`src/rtl/mem_wb_stage_buffer.sv`:
```
// MEM->WB pipeline stage: two-entry (output + skid) valid/ready buffer with
// synchronous flush, write-back value select and a retired-write counter.
module mem_wb_stage_buffer #(
    parameter int DATA_WIDTH = 32,
    parameter int DEST_WIDTH = 4,
    parameter int CNT_WIDTH  = 16
) (
    input  logic                  clk,
    input  logic                  rst,
    input  logic                  freeze,
    input  logic                  flush,
    input  logic                  in_valid,
    output logic                  in_ready,
    input  logic                  wb_en_in,
    input  logic                  mem_r_en_in,
    input  logic [DATA_WIDTH-1:0] alu_res_in,
    input  logic [DATA_WIDTH-1:0] mem_res_in,
    input  logic [DEST_WIDTH-1:0] dest_in,
    output logic                  out_valid,
    input  logic                  out_ready,
    output logic                  wb_en_out,
    output logic                  mem_r_en_out,
    output logic [DATA_WIDTH-1:0] alu_res_out,
    output logic [DATA_WIDTH-1:0] mem_res_out,
    output logic [DEST_WIDTH-1:0] dest_out,
    output logic [DATA_WIDTH-1:0] wb_value,
    output logic [CNT_WIDTH-1:0]  retired_cnt
);

    typedef struct packed {
        logic                  wb_en;
        logic                  mem_r_en;
        logic [DATA_WIDTH-1:0] alu_res;
        logic [DATA_WIDTH-1:0] mem_res;
        logic [DEST_WIDTH-1:0] dest;
    } entry_t;

    // Encoding is {main_valid, skid_valid}; (0,1) cannot occur.
    typedef enum logic [1:0] {
        S_EMPTY = 2'b00,
        S_ONE   = 2'b10,
        S_FULL  = 2'b11
    } state_e;

    state_e                r_state;
    entry_t                r_main;
    entry_t                r_skid;
    logic [CNT_WIDTH-1:0]  r_retired_cnt;

    logic                  w_main_valid;
    logic                  w_skid_valid;
    logic                  w_in_fire;
    logic                  w_out_fire;
    entry_t                w_in_entry;

    assign w_main_valid = (r_state != S_EMPTY);
    assign w_skid_valid = (r_state == S_FULL);

    assign w_in_entry = '{
        wb_en:    wb_en_in,
        mem_r_en: mem_r_en_in,
        alu_res:  alu_res_in,
        mem_res:  mem_res_in,
        dest:     dest_in
    };

    // Accept decision uses registered state only, so out_ready never reaches in_ready.
    assign in_ready   = ~w_skid_valid & ~freeze & rst;
    assign w_in_fire  = in_valid & in_ready;
    assign w_out_fire = w_main_valid & out_ready & ~freeze;

    // NOTE: payload registers are reset too so every output reads 0 during reset;
    // on a flush only the state is cleared and the control outputs are gated instead.
    always_ff @(posedge clk or negedge rst) begin
        if (!rst) begin
            r_state <= S_EMPTY;
            r_main  <= '0;
            r_skid  <= '0;
        end else if (flush) begin
            r_state <= S_EMPTY;
        end else begin
            // NOTE: non-blocking assignments let main<=skid and skid<=in read old values.
            case (r_state)
                S_EMPTY: begin
                    if (w_in_fire) begin
                        r_main  <= w_in_entry;
                        r_state <= S_ONE;
                    end
                end
                S_ONE: begin
                    if (w_in_fire && w_out_fire) begin
                        r_main <= w_in_entry;
                    end else if (w_in_fire) begin
                        r_skid  <= w_in_entry;
                        r_state <= S_FULL;
                    end else if (w_out_fire) begin
                        r_state <= S_EMPTY;
                    end
                end
                S_FULL: begin
                    if (w_out_fire) begin
                        r_main  <= r_skid;
                        r_state <= S_ONE;
                    end
                end
                default: r_state <= S_EMPTY;
            endcase
        end
    end

    always_ff @(posedge clk or negedge rst) begin
        if (!rst) begin
            r_retired_cnt <= '0;
        end else if (w_out_fire && r_main.wb_en && !flush) begin
            r_retired_cnt <= r_retired_cnt + CNT_WIDTH'(1);
        end
    end

    assign out_valid    = w_main_valid;
    assign wb_en_out    = w_main_valid & r_main.wb_en;
    assign mem_r_en_out = w_main_valid & r_main.mem_r_en;
    assign alu_res_out  = r_main.alu_res;
    assign mem_res_out  = r_main.mem_res;
    assign dest_out     = r_main.dest;
    assign wb_value     = mem_r_en_out ? mem_res_out : alu_res_out;
    assign retired_cnt  = r_retired_cnt;

endmodule

```
`config.mk`:
```
export PLATFORM = sky130hd
export DESIGN_NAME = mem_wb_stage_buffer
export DESIGN_NICKNAME = d
export VERILOG_FILES = /design/src/rtl/mem_wb_stage_buffer.sv
export SDC_FILE = /design/constraint.sdc
export NUM_CORES = 1
export LEC_CHECK = 0
export CAP_MARGIN = 20
export CORE_UTILIZATION = 30
export DETAILED_ROUTE_END_ITERATION = 8
export HOLD_SLACK_MARGIN = 0.12
export SLEW_MARGIN = 10
export SYNTH_ARGS = -nofsm -noshare
export SYNTH_HDL_FRONTEND = slang
export SYNTH_SLANG_ARGS = --single-unit
export TNS_END_PERCENT = 1
```
`constraint.sdc`:
```
create_clock -name clk -period 4.5 [get_ports clk]
set_input_delay 0.675 -clock clk [delete_from_list [all_inputs] [get_ports clk]]
set_output_delay 0.675 -clock clk [all_outputs]
set_load 0.02 [all_outputs]
```
# == After elaboration in Yosys (flattened, before gate mapping) ==
# Cells that the tools add are included.
# word_totals
regBits,158
latchBits,0
mem_bits_rw,0
mem_bits_ro,0
input_bits,76
out_inout_bits,120
elab_cells,55
n_memories,0
# op_classes
add_sub_neg,1
n_mul,0
div_mod_pow,0
order_cmp,0
eq_ne,9
shift,0
mux,12
bitwise,11
reduce_logical,10
# ops
operator,n
two-way mux 70 bit,3
one-hot mux 70 bit (3 select lines),1
two-way mux 32 bit,1
adder 16 x 1 -> 16 bit (second input constant),1
two-way mux 2 bit,6
AND reduction 4 bit,2
bitwise AND 1 bit,7
inequality test 3 bit (second input constant),2
one-hot mux 2 bit (3 select lines),1
AND reduction 5 bit,1
equality test 2 bit (second input constant),2
inequality test 2 bit (second input constant),2
inequality test 4 bit (second input constant),1
NOT 1 bit,4
logical AND 1 bit,3
inequality test 3 x 2 -> 1 bit (second input constant),1
nonzero test 3 bit,1
zero test 2 bit,1
inequality test 2 x 1 -> 1 bit (second input constant),1
nonzero test 2 bit,1
zero test 1 bit,1

# == Logic depth before layout (Yosys ltp) ==
# depth
depth_word,9
depth_mapped,7
ltp_nobuf,6

# == Least setup slack after synthesis ==
# Ideal clock, no wire load.
# synth_timing
kind,reg2out
from,register r_state[0]
to,output wb_value[22]
t_arrival_ns,1.739
required_ns,3.825
setup_slack_ns,2.086
path_stages_with_launch,7
path_cell_list,dfrtp_1 inv_1 ha_1 nor2b_1 clkbuf_1 buf_2 mux2_2
# synth_via
elab_chain_cells,3
# synth_rtl
item,line_no,text
"start, declared",45,state_e r_state;
"start signal, assigned",76,r_state <= S_EMPTY;
"start signal, assigned",80,r_state <= S_EMPTY;
"start signal, assigned",87,r_state <= S_ONE;
nonzero test 2 bit,56,assign w_main_valid = (r_state != S_EMPTY);
bitwise AND 1 bit,121,assign mem_r_en_out = w_main_valid & r_main.mem_r_en;
via mem_r_en_out,22,"output logic mem_r_en_out,"
two-way mux 32 bit,125,assign wb_value = mem_r_en_out ? mem_res_out : alu_res_out;
"end, declared",26,"output logic [DATA_WIDTH-1:0] wb_value,"
# The timed path passes the listed nets, and every way through them passes these cells.

# == Final worst setup path ==
# layout_timing
from,register r_state[0]
to,output wb_value[29]
# layout_via
elab_chain_cells,3
# layout_rtl
item,line_no
nonzero test 2 bit,56
bitwise AND 1 bit,121
two-way mux 32 bit,125
# No other way between the ends.

==> reports/metrics.json <==
{
  "slew_viol_final": {"value": 0},
  "area.growth.synth_to_final": {"value": 27.4, "unit": "%"},
  "design.die.area": {"value": 28500, "unit": "um^2"},
  "overflow": {"value": 0},
  "cp_slowest_cell": {"value": "sky130_fd_sc_hd__nor2b_4"},
  "crit-reg2reg-launch": {"value": "r_state[1]$_DFFE_PN0P_"},
  "vias_in_the_first_global_route": {"value": 4987},
  "syn-instance-count": {"value": 577},
  "ys_seq_area_frac": {"value": 0.474},
  "skew": {"value": 0.0101, "unit": "ns"},
  "setup_ws": {"value": 0.688, "unit": "ns"},
  "grt_setup_unrepaired": {"value": "false"},
  "number_of_max_cap_violations": {"value": 0},
  "post-cts-setup-buffer-count": {"value": 0},
  "async_flop_share": {"value": 1.00},
  "report.final.setup_viol": {"value": 0},
  "clock_tree.htree_level_count": {"value": 4},
  "synth_ff_type": {"value": "sky130_fd_sc_hd__dfrtp_1"},
  "crit_type": {"value": "reg2out"},
  "postSynthAreaPerCell": {"value": 14.4, "unit": "um^2"},
  "viasPerCell": {"value": 4.35},
  "irDropWorstVdd": {"value": 0.406, "unit": "mV"},
  "worstPathCellList": {"value": "inv_1 -> ha_1 -> nor2b_4 -> buf_4 -> mux2_2 -> clkdlybuf4s50_1"},
  "yosys_register_bits": {"value": 158},
  "netlist-cell-type-count": {"value": 38},
  "layout_worst_path_cycle_share": {"value": 0.847},
  "synthTopCellsByArea": {"value": "sky130_fd_sc_hd__dfrtp_1 (47%), sky130_fd_sc_hd__mux2_2 (22%), sky130_fd_sc_hd__mux2_4 (13%)"},
  "critPathMaxFanout": {"value": 18},
  "synth_largest_area_cell": {"value": "sky130_fd_sc_hd__dfrtp_1"},
  "min_period": {"value": 3.81, "unit": "ns"},
  "hold_bufs_inserted_after_cts": {"value": 0},
  "worstSkewPairLatency": {"value": 0.42, "unit": "ns"},
  "max-clock-path-buffers": {"value": 2},
  "slew_headroom": {"value": 0.489},
  "totalWireLength": {"value": 17.6, "unit": "mm"},
  "worst_pin_slew": {"value": 0.767, "unit": "ns"},
  "synth.top_cell.area_share": {"value": 0.474},
  "drive_above_1_share": {"value": 0.395},
  "highest_attainable_clock_frequency": {"value": 262, "unit": "MHz"},
  "maximum_number_of_pins_on_one_net_before_global_route_repair": {"value": 61},
  "critPathRequiredTime": {"value": 3.83, "unit": "ns"},
  "finalHoldViolations": {"value": 0},
  "diodes": {"value": 0},
  "yosys_warnings": {"value": 0},
  "finalPower": {"value": 6870, "unit": "uW"},
  "synthTopCellsByCount": {"value": "sky130_fd_sc_hd__mux2_2 (166), sky130_fd_sc_hd__dfrtp_1 (158), sky130_fd_sc_hd__mux2_4 (70)"},
  "detailedRoute.firstPassIterationCount": {"value": 4},
  "antenna_violations_before_repair": {"value": 0},
  "multi_input_area": {"value": 3600, "unit": "um^2"},
  "dp_hpwl": {"value": 11.7, "unit": "mm"},
  "dr.first_iter.drc_count": {"value": 158},
  "post_cts_resize_count": {"value": 0},
  "io-pin-count": {"value": 196},
  "design.final.nets": {"value": 785},
  "run_status": {"value": "finished, final reports clean"},
  "final_total_negative_setup_slack": {"value": 0, "unit": "ns"},
  "clk_pin_slew": {"value": 0.07, "unit": "ns"},
  "ff2ff_path_depth": {"value": 5},
  "register_area": {"value": 3950, "unit": "um^2"},
  "drt_drc_violations_left": {"value": 0},
  "floorplan.die.height": {"value": 169, "unit": "um"},
  "final.fill_count": {"value": 2598},
  "numCtsBuffers": {"value": 17},
  "cell_row_count": {"value": 60},
  "number_of_enable_type_register_cells_in_the_synthesized_netlist": {"value": 0},
  "tritoncts_clock_tree": {"value": "done"},
  "dp_worst_setup_slack": {"value": 1.08, "unit": "ns"},
  "synth.net_count": {"value": 658},
  "synth.cell_area": {"value": 8340, "unit": "um^2"},
  "die_w": {"value": 169, "unit": "um"},
  "p_leak": {"value": 0.00453, "unit": "uW"},
  "endpoint_kind": {"value": "output pin"},
  "synth.most_common_cell": {"value": "sky130_fd_sc_hd__mux2_2"},
  "worst_path_largest_cell_delay": {"value": 0.55, "unit": "ns"},
  "coreArea": {"value": 27100, "unit": "um^2"},
  "wl_per_cell": {"value": 16.2, "unit": "um"},
  "hold_class": {"value": "in2async"},
  "crit_start": {"value": "r_state[0]$_DFFE_PN0P_"},
  "power.density": {"value": 647, "unit": "nW/um^2"},
  "cts_num_sinks": {"value": 158},
  "worst_setup_path_start_kind": {"value": "flip-flop"},
  "first_pass_grt_wire_length": {"value": 28.5, "unit": "mm"},
  "place.port_buffers": {"value": 195},
  "floorplan.initialDensity": {"value": 0.308},
  "worstPathArrival": {"value": 3.14, "unit": "ns"},
  "place.gp.congestion": {"value": 0.719},
  "antenna_violating_nets_post_route": {"value": 0},
  "gr-usage-all-layers": {"value": 0.130},
  "vias": {"value": 4735},
  "root_buffer": {"value": "sky130_fd_sc_hd__clkbuf_16"}
}
-- stage by stage --
stage	util	instances	instance area, um^2	hold slack, ns
3_5_place_dp	0.371	1057	10100	0.468
4_1_cts	0.392	1089	10600	0.225
6_report	0.392	1089	10600	0.207
5_1_grt	0.392	1089	10600	0.229
3_3_place_gp	0.371	1057	10100	0.461
2_1_floorplan	-	577	8340	0.379
-- layout by cell type, fill, tap and decap left out, drive strengths merged --
cell type	instances
nor3b	1
or3b	1
clkdlybuf4s50	194
dfrtp	158
bufinv	1
xor2	5
nor2	8
o211a	2
a211oi	1
and2	2
inv	8
nand2	12
ha	5
mux2	243
mux2i	3
nor2b	3
clkinvlp	5
nand4	2
clkbuf	21
nand3	4
and3b	1
o21ai	2
nand4b	1
nand2b	2
clkinv	1
buf	9
and4bb	1
xnor2	10
a21oi	1
and4	2
and3	4
a211o	1
nor3	3
-- registers in the layout (all words and copies together) (netlist names) --
signal and count:
r_main 2, mem_res_out 32, r_skid 70, retired_cnt 16
alu_res_out 32, dest_out 4, r_state 2
-- logic make-up after synthesis --
family,Yosys count,synth area share
adders and majority gates,5,0.00751
muxes,246,0.363
buffers and inverters,99,0.0967
and+or+nand+nor,47,0.0357
DFF,158,0.474
AOI/OAI and AO/OA,7,0.00660
xor gates and xnor gates,15,0.0158
-- routing by layer --
| metal | track usage | routed length [um] | up-vias |
|---|---|---|---|
| li1 | - | - | 2215 |
| met1 | 0.172 | 8390 | 2375 |
| met3 | 0.0454 | 1080 | 10 |
| met2 | 0.201 | 8010 | 135 |
| met4 | 0.0308 | 161 | 0 |
| met5 | 0 | 0 | - |
-- cell type report --
| class | count | area share |
|---|---|---|
| clock buffer | 21 | 0.0424 |
| clock inverter | 11 | 0.0101 |
| inverter | 4 | 0.00141 |
| multi-input combinational | 320 | 0.339 |
| sequential | 158 | 0.372 |
| tap | 372 | 0.0438 |
| timing repair buffer | 203 | 0.191 |
-- critical path, delay by kind of cell (launching register included) --
family                     cells  cell delay [ns]
DFF                            1             0.41
buffers and inverters          3             1.03
adders and majority gates      1             0.34
muxes                          1             0.38
and+or+nand+nor                1             0.55
-- power by group --
| group | leakage (uW) | internal, uW | total, uW | switching (uW) |
|---|---|---|---|---|
| Sequential | 0.00200 | 1960 | 2360 | 396 |
| Clock | 0.000257 | 783 | 1390 | 609 |
| Combinational | 0.00227 | 1820 | 3120 | 1300 |
-- path summary, 6_finish.rpt --
path | endpoint | slack, ns
worst min-delay path | retired_cnt[8]$_DFFE_PN0P_ | 0.21
worst min register to register | retired_cnt[15]$_DFFE_PN0P_ | 0.47
worst max-delay path | wb_value[29] | 0.69
worst max register to register | alu_res_out[24]$_DFFE_PN0P_ | 2.03
min in group clk | retired_cnt[15]$_DFFE_PN0P_ | 0.47
max in group asynchronous | alu_res_out[0]$_DFFE_PN0P_ | 3.11
(Power assumes the default switching activity.)
